File: src/rtl/fold_sig_acc_if.sv
// Handshake and signature bus between the fold stage, the signature accumulator and its consumer.
// Optional FOLD_SIG_CMP_EN adds the registered sig_a==sig_b flag (match).
interface fold_sig_acc_if;
  logic        in_valid;
  logic        in_ready;
  logic [15:0] aa;
  logic [15:0] bb;
  logic        out_valid;
  logic        out_ready;
  logic [15:0] sig_a;
  logic [15:0] sig_b;
`ifdef FOLD_SIG_CMP_EN
  logic        match;

  modport master (
    output in_valid, aa, bb, out_ready,
    input  in_ready, out_valid, sig_a, sig_b, match
  );

  modport slave (
    input  in_valid, aa, bb, out_ready,
    output in_ready, out_valid, sig_a, sig_b, match
  );
`else
  modport master (
    output in_valid, aa, bb, out_ready,
    input  in_ready, out_valid, sig_a, sig_b
  );

  modport slave (
    input  in_valid, aa, bb, out_ready,
    output in_ready, out_valid, sig_a, sig_b
  );
`endif
endinterface

File: src/rtl/fold_sig_acc.sv
// Dual 16-bit MISR signature accumulator over LEN folded aa/bb word pairs per frame.
// Define FOLD_SIG_CMP_EN to build the registered sig_a==sig_b comparator (match).
module fold_sig_acc #(
  parameter int unsigned LEN = 8
) (
  input logic           clk,
  input logic           rst,
  fold_sig_acc_if.slave bus
);

  localparam int unsigned CNT_W = $clog2(LEN + 1);
  localparam logic [CNT_W-1:0] LEN_C = CNT_W'(LEN);

  typedef enum logic [1:0] {
    IDLE = 2'd0,
    ACC  = 2'd1,
    DONE = 2'd2
  } state_e;

  state_e           state_q, state_d;
  logic [CNT_W-1:0] cnt_q, cnt_d;
  logic [15:0]      sig_a_q, sig_a_d;
  logic [15:0]      sig_b_q, sig_b_d;
  logic             in_ready_q, in_ready_d;
  logic             out_valid_q, out_valid_d;
  logic             accept;
  logic [CNT_W-1:0] cnt_inc;

  // x^16+x^15+x^13+x^4+1 shift with the new word folded in.
  function automatic logic [15:0] misr_step(input logic [15:0] sig, input logic [15:0] din);
    logic fb;
    fb = sig[15] ^ sig[14] ^ sig[12] ^ sig[3];
    return {sig[14:0], fb} ^ din;
  endfunction

  assign accept  = bus.in_valid && in_ready_q;
  assign cnt_inc = cnt_q + 1'b1;

  always_comb begin
    state_d     = state_q;
    cnt_d       = cnt_q;
    sig_a_d     = sig_a_q;
    sig_b_d     = sig_b_q;
    case (state_q)
      IDLE: begin
        // Previous frame's signatures stay visible until a new frame starts from a zero seed.
        if (accept) begin
          sig_a_d = misr_step(16'h0000, bus.aa);
          sig_b_d = misr_step(16'h0000, bus.bb);
          cnt_d   = CNT_W'(1);
          state_d = (LEN == 1) ? DONE : ACC;
        end
      end
      ACC: begin
        if (accept) begin
          sig_a_d = misr_step(sig_a_q, bus.aa);
          sig_b_d = misr_step(sig_b_q, bus.bb);
          cnt_d   = cnt_inc;
          if (cnt_inc == LEN_C) state_d = DONE;
        end
      end
      DONE: begin
        if (bus.out_ready) begin
          state_d = IDLE;
          cnt_d   = '0;
        end
      end
      default: begin
        state_d = IDLE;
        cnt_d   = '0;
      end
    endcase
    in_ready_d  = (state_d != DONE);
    out_valid_d = (state_d == DONE);
  end

  always_ff @(posedge clk or posedge rst) begin
    if (rst) begin
      state_q     <= IDLE;
      cnt_q       <= '0;
      sig_a_q     <= 16'h0000;
      sig_b_q     <= 16'h0000;
      in_ready_q  <= 1'b1;
      out_valid_q <= 1'b0;
    end else begin
      state_q     <= state_d;
      cnt_q       <= cnt_d;
      sig_a_q     <= sig_a_d;
      sig_b_q     <= sig_b_d;
      in_ready_q  <= in_ready_d;
      out_valid_q <= out_valid_d;
    end
  end

  assign bus.in_ready  = in_ready_q;
  assign bus.out_valid = out_valid_q;
  assign bus.sig_a     = sig_a_q;
  assign bus.sig_b     = sig_b_q;

`ifdef FOLD_SIG_CMP_EN
  logic match_q;

  always_ff @(posedge clk or posedge rst) begin
    if (rst) begin
      match_q <= 1'b1;
    end else begin
      match_q <= (sig_a_d == sig_b_d);
    end
  end

  assign bus.match = match_q;
`endif

endmodule

File: src/flat_wrapper.sv
// flat-port wrapper written by rule: the top's interface ports become plain ports
module fold_sig_acc_flat 
#(
  parameter int unsigned LEN = 8
)
  (clk, rst, bus_in_valid, bus_aa, bus_bb, bus_out_ready, bus_in_ready, bus_out_valid, bus_sig_a, bus_sig_b);
  fold_sig_acc_if bus_i ();
  input logic clk;
  input logic rst;
  input wire logic [$bits(bus_i.in_valid)-1:0] bus_in_valid;
  input wire logic [$bits(bus_i.aa)-1:0] bus_aa;
  input wire logic [$bits(bus_i.bb)-1:0] bus_bb;
  input wire logic [$bits(bus_i.out_ready)-1:0] bus_out_ready;
  output wire logic [$bits(bus_i.in_ready)-1:0] bus_in_ready;
  output wire logic [$bits(bus_i.out_valid)-1:0] bus_out_valid;
  output wire logic [$bits(bus_i.sig_a)-1:0] bus_sig_a;
  output wire logic [$bits(bus_i.sig_b)-1:0] bus_sig_b;
  assign bus_i.in_valid = bus_in_valid;
  assign bus_i.aa = bus_aa;
  assign bus_i.bb = bus_bb;
  assign bus_i.out_ready = bus_out_ready;
  assign bus_in_ready = bus_i.in_ready;
  assign bus_out_valid = bus_i.out_valid;
  assign bus_sig_a = bus_i.sig_a;
  assign bus_sig_b = bus_i.sig_b;
  fold_sig_acc #(.LEN(LEN)) u_core (.clk(clk), .rst(rst), .bus(bus_i));
endmodule
File: config.mk
export PLATFORM = sky130hd
export DESIGN_NAME = fold_sig_acc_flat
export DESIGN_NICKNAME = d
export VERILOG_FILES = /design/src/rtl/fold_sig_acc_if.sv /design/src/rtl/fold_sig_acc.sv /design/src/flat_wrapper.sv
export SDC_FILE = /design/constraint.sdc
export NUM_CORES = 1
export LEC_CHECK = 0
export ABC_AREA = 0
export CORE_MARGIN = 2
export CORE_UTILIZATION = 40
export CTS_BUF_LIST = sky130_fd_sc_hd__clkbuf_16
export DETAILED_ROUTE_END_ITERATION = 8
export PLACE_DENSITY = 0.72
export SLEW_MARGIN = 15
export SYNTH_ARGS = -nofsm -noshare
export SYNTH_HDL_FRONTEND = slang
export SYNTH_SLANG_ARGS = --single-unit
File: constraint.sdc
create_clock -name clk -period 1.3 [get_ports clk]
set_input_delay 0.195 -clock clk [delete_from_list [all_inputs] [get_ports clk]]
set_output_delay 0.195 -clock clk [all_outputs]
set_load 0.05 [all_outputs]
### Yosys cells after proc, flatten, opt, wreduce, memory -nomap -nowiden

Index checks and enable logic that the tools add are counted.

| operators by class | value |
|---|---|
| eq/ne operators | 8 |
| multiplexer cells | 15 |
| $add $sub $neg | 1 |
| bitwise operators | 8 |
| reduce and logical (&&, ||, !) cells | 5 |

Operators with widths:

| operator | number |
|---|---|
| two-way mux 16 bit | 4 |
| case mux 16 bit (2 select lines) | 2 |
| bitwise XOR 16 bit | 2 |
| two-way mux 4 bit | 3 |
| case mux 4 bit (3 select lines) | 1 |
| two-way mux 2 bit | 4 |
| case mux 2 bit (3 select lines) | 1 |
| AND reduction 3 bit | 2 |
| bitwise XOR 1 bit | 6 |
| adder 4 x 1 -> 4 bit (second input constant) | 1 |
| equality test 2 bit (second input constant) | 2 |
| equality test 4 bit (second input constant) | 1 |
| != test 2 x 1 -> 1 bit (second input constant) | 2 |
| != test 2 bit (second input constant) | 2 |
| equality test 2 x 1 -> 1 bit (second input constant) | 1 |
| logical NOT 2 bit | 1 |
| nonzero test 2 bit | 1 |
| logical AND 1 bit | 1 |

| word-level totals | value |
|---|---|
| register bits after elaboration | 40 |
| output and inout bits | 34 |
| bits of input ports | 36 |
| logic and storage cells | 43 |

### Depth between registers and ports, before layout

| logic depth | value |
|---|---|
| depth in word-level cells | 6 |
| mapped depth | 5 |

### Worst setup path after synthesis

OpenSTA, ideal clock, no wires.

| path | value |
|---|---|
| path kind | reg2reg |
| from | register u_core.in_ready_q, in the netlist u_core.bus.in_ready |
| to | register u_core.sig_a_q[14], in the netlist u_core.bus.sig_a[14] |
| stages on the path, launching flop included | 6 |
| arrival | 1,296 ps |
| setup slack | -131 ps |
| clock period less this slack | 1,431 ps |
| setup time | 135 ps |
| cell sequence | dfstp_2 > nand3b_2 > buf_6 > buf_6 > nand2_1 > o21ai_0 |

| on the way | value |
|---|---|
| word-level cells in the longest chain between the ends | 3 |
| elaborated cells on any way between the ends | 4 |
| those cells by class | eq/ne: 2; reduce/logical: 2 |

RTL lines:

| item | RTL line | source |
|---|---|---|
| from (decl) | fold_sig_acc.sv:24 | `logic in_ready_q, in_ready_d;` |
| from (signal assigned) | fold_sig_acc.sv:90 | `in_ready_q <= in_ready_d;` |
| logical AND 1 bit * | fold_sig_acc.sv:36 | `assign accept = bus.in_valid && in_ready_q;` |
| != test 2 x 1 -> 1 bit (no source line) | -- |  |
| AND reduction 3 bit (no source line) * | -- |  |
| to (signal assigned) | fold_sig_acc.sv:88 | `sig_a_q <= sig_a_d;` |
| to (decl) | fold_sig_acc.sv:22 | `logic [15:0] sig_a_q, sig_a_d;` |

Mark *: on every way between the ends. The rest lies on a longest branch, timed or not.
A chain may end at the register's enable or synchronous reset.

### Worst setup path in the final report

| path | value |
|---|---|
| from | register u_core.in_ready_q, in the netlist u_core.bus.in_ready |
| to | output port bus_in_ready |

RTL lines:

| item | RTL line | source |
|---|---|---|
| to (decl) | flat_wrapper.sv:14 | `output wire logic [$bits(bus_i.in_ready)-1:0] bus_in_ready;` |

No word-level cell between the ends.

==> run_results.csv <==
group,metric,value,unit
run_status,status,"complete, but fails checks",
run_status,violations_in_the_final_reports,"setup timing",
timing,setup_clock_skew_after_layout,0.003817,ns
timing,unrepaired_setup_endpoints_after_global_routing,"true",
synthesis,synthCells,224,
global_routing,grt_pass1_wl,8155,µm
routing,vias_per_cell,4.786,
cts,clk_pin_slew,0.06,ns
global_routing,antenna_violations_before_repair,0,
power_and_ir_drop,vdd_drop_max,1.682,mV
timing,timing.final.hold_violations,0,
cells_and_area,most_frequent_standard_cell_in_the_layout_excluding_fill_and_tap_cells,"sky130_fd_sc_hd__nand2_1",
placed_design,placement.io_buffers,69,
critical_path,startpoint_type,"flip-flop",
routing,drt_pass1_iterations,4,
job,max_cap_violations,0,
floorplan,ioPinCount,70,
cts,total_clock_buffers_created_by_cts,5,
floorplan,number_of_core_rows,26,
synthesis,synth_enable_flop_cells,0,
synthesis,synth_fp_nets,261,
routing,drt-initial-drc-count,112,
placed_design,hpwl,3666,µm
timing,timing.fmax,726.5,MHz
synthesis,synth_sequential_area_ratio,48.69,%
cells_and_area,most_frequent_cells_in_the_layout,"68 x sky130_fd_sc_hd__nand2_1, 37 x sky130_fd_sc_hd__buf_12, 35 x sky130_fd_sc_hd__clkdlybuf4s50_1",
synthesis,yosysWarningCount,0,
global_routing,grt_use_total,19.12,%
critical_path,worst_ep_required_time,1.11,ns
floorplan,initial_utilization,40.82,%
timing,final_worst_path_cycle_share,105.9,%
global_routing,grt_max_degree,41,
timing,slew_headroom,80.64,%
placed_design,place_congestion,0.8678,
routing,finalWirelength,5180,µm
power_and_ir_drop,power,10160,µW
placed_design,post-place-ws,-0.2189,ns
global_routing,vias_in_the_first_global_route,1708,
synthesis,synth.distinct_cells,27,
cts,clk-insertion-delay-late,0.28,ns
timing,timing.final.setup_violations,23,
routing,postRouteAntennaNets,0,
cells_and_area,n_antenna_cell,0,
timing,final_worst_setup_slack,-0.07637,ns
floorplan,dieArea,0.005735,mm²
cells_and_area,finalCoreUtilization,68.91,%
synthesis,synth_area,0.002058,mm²
cts,htreeDepth,2,
min_path,hp-class,"input pin to asynchronous set/reset pin",
cts,cts-root-to-sink-buffers,2,
critical_path,cp-end-kind,"primary output",
cts,clock-sinks,40,
floorplan,chipHeight,75.73,µm
timing,worst_slew_pin_slew,0.2883,ns
cells_and_area,syn2layout_area_growth,68.81,%
synthesis,flip_flop_and_latch_count_after_synthesis,40,
routing,post-route-drc-count,0,
cells_and_area,final_net_count,340,
timing,report.final.slew_viol_count,0,
routing,routed_wirelength_normalized_by_instance_count,13.85,µm
timing,period_needed,1.376,ns
critical_path,worstPathArrival,1.18,ns
synthesis,syn_area_per_cell,9.189,µm²
cells_and_area,n_fill_cell,385,
cts,tritoncts,"done",
power_and_ir_drop,power-per-cell-area,2923,mW/mm²
floorplan,core_region_area,0.005042,mm²
global_routing,overflow,0,
critical_path,worstSetupPathType,"flip-flop to primary output",
cts,root_driver,"sky130_fd_sc_hd__clkbuf_16",
critical_path,crit_fanout,5,
cells_and_area,fraction_of_layout_cells_with_a_size_suffix_above_1,23.36,%
power_and_ir_drop,leakagePower,0.001565,µW
synthesis,synth_ff_type,"sky130_fd_sc_hd__dfrtp_1",
floorplan,die_width,75.73,µm
synthesis,async_reset_ff_share,100.0,%
routing,route.vias.total,1790,
-- layout make-up --
cell class | instances | area (µm²) | area share, %
timing repair buffer | 84 | 1216 | 35.00
sequential | 40 | 1016 | 29.24
multi-input combinational | 168 | 1003 | 28.88
clock buffer | 5 | 125.1 | 3.601
tap | 70 | 87.58 | 2.521
inverter | 4 | 15.01 | 0.4321
clock inverter | 3 | 11.26 | 0.3241
-- path summary, 6_finish.rpt --
kind | cells past startpoint | startpoint | slack [ns] | end
max | 2 | u_core.bus.in_ready | -0.08 | bus_in_ready
min | 3 | rst | 0.25 | u_core.bus.sig_a[8]
max reg2reg | 5 | u_core.bus.in_ready | -0.07 | u_core.bus.sig_b[0]
min reg2reg | 1 | u_core.cnt_q[0] | 0.54 | u_core.cnt_q[0]
max in group asynchronous | 3 | rst | 0.80 | u_core.bus.in_ready
min in group clk | 1 | u_core.cnt_q[0] | 0.54 | u_core.cnt_q[0]
-- power breakdown --
group | internal (µW) | leakage, µW | switching, µW
logic | 3060 | 0.00102 | 3260
registers | 1850 | 0.000476 | 817
clock network | 690 | 0.0000738 | 473
total | 5600 | 0.00156 | 4550
-- sequential cells by signal (all words and copies together), names as in the netlist --
name	flops
u_core.bus.sig_b	16
u_core.bus.out_valid	1
u_core.state_q	2
u_core.cnt_q	4
u_core.bus.in_ready	1
u_core.bus.sig_a	16
-- per-layer routing --
metal	global-route usage (%)	vias up	share of wire [%]
met5	0	-	0
met4	5.848	0	1.5
met3	5.688	7	6.1
met2	31.69	50	52
met1	24.16	850	41
li1	-	883	-
-- kinds of logic after synthesis --
kind of cell / share of synthesized area (%)
and+or+nand+nor: 17.20
AOI/OAI and AO/OA: 12.40
DFF: 48.69
xor gates and xnor gates: 15.74
buffers and inverters: 4.377
muxes: 0.9727
adders and majority gates: 0.6078
-- Yosys cell counts, drive strengths merged, types with 2 or more instances --
master  instances  share of area [%]
mux2i           2               0.97
xor2           30                 13
inv             4               0.73
buf             6                2.6
dfrtp          39                 47
a22oi           2               0.73
clkbuf          6                1.1
nand2          69                 13
a21oi           2               0.49
nor3b           2                1.2
nor2            5               0.91
o21ai          35                8.5
o31ai           2               0.73
o31a            3                1.3
xnor2           7                3.0
-- per-stage QoR --
| step | hold slack, ns | cell area [µm²] | cells | TNS, ns |
|---|---|---|---|---|
| CTS | 0.2646 | 3400 | 370 | -0.1009 |
| finish | 0.2496 | 3475 | 374 | -0.6282 |
| global placement | 0.5163 | 3249 | 361 | -2.972 |
| floorplan | 0.3778 | 2093 | 224 | -0.4555 |
| global route | 0.2851 | 3475 | 374 | -1.978 |
| detailed placement | 0.5216 | 3249 | 361 | -4.606 |
-- timing repair --
item,CTS,global route
setup buffers,1,2
hold buffers,0,0
gates resized for setup,2,8
pin swaps,0,3
gates cloned,0,2
endpoints found under the setup margin,4,25
-- critical path, stage by stage, from the launching register on --
cell	delay, ns
sky130_fd_sc_hd__dfstp_4	0.65
sky130_fd_sc_hd__buf_4	0.12
sky130_fd_sc_hd__buf_12	0.12
Note: power is estimated with default switching activity, not from simulation.
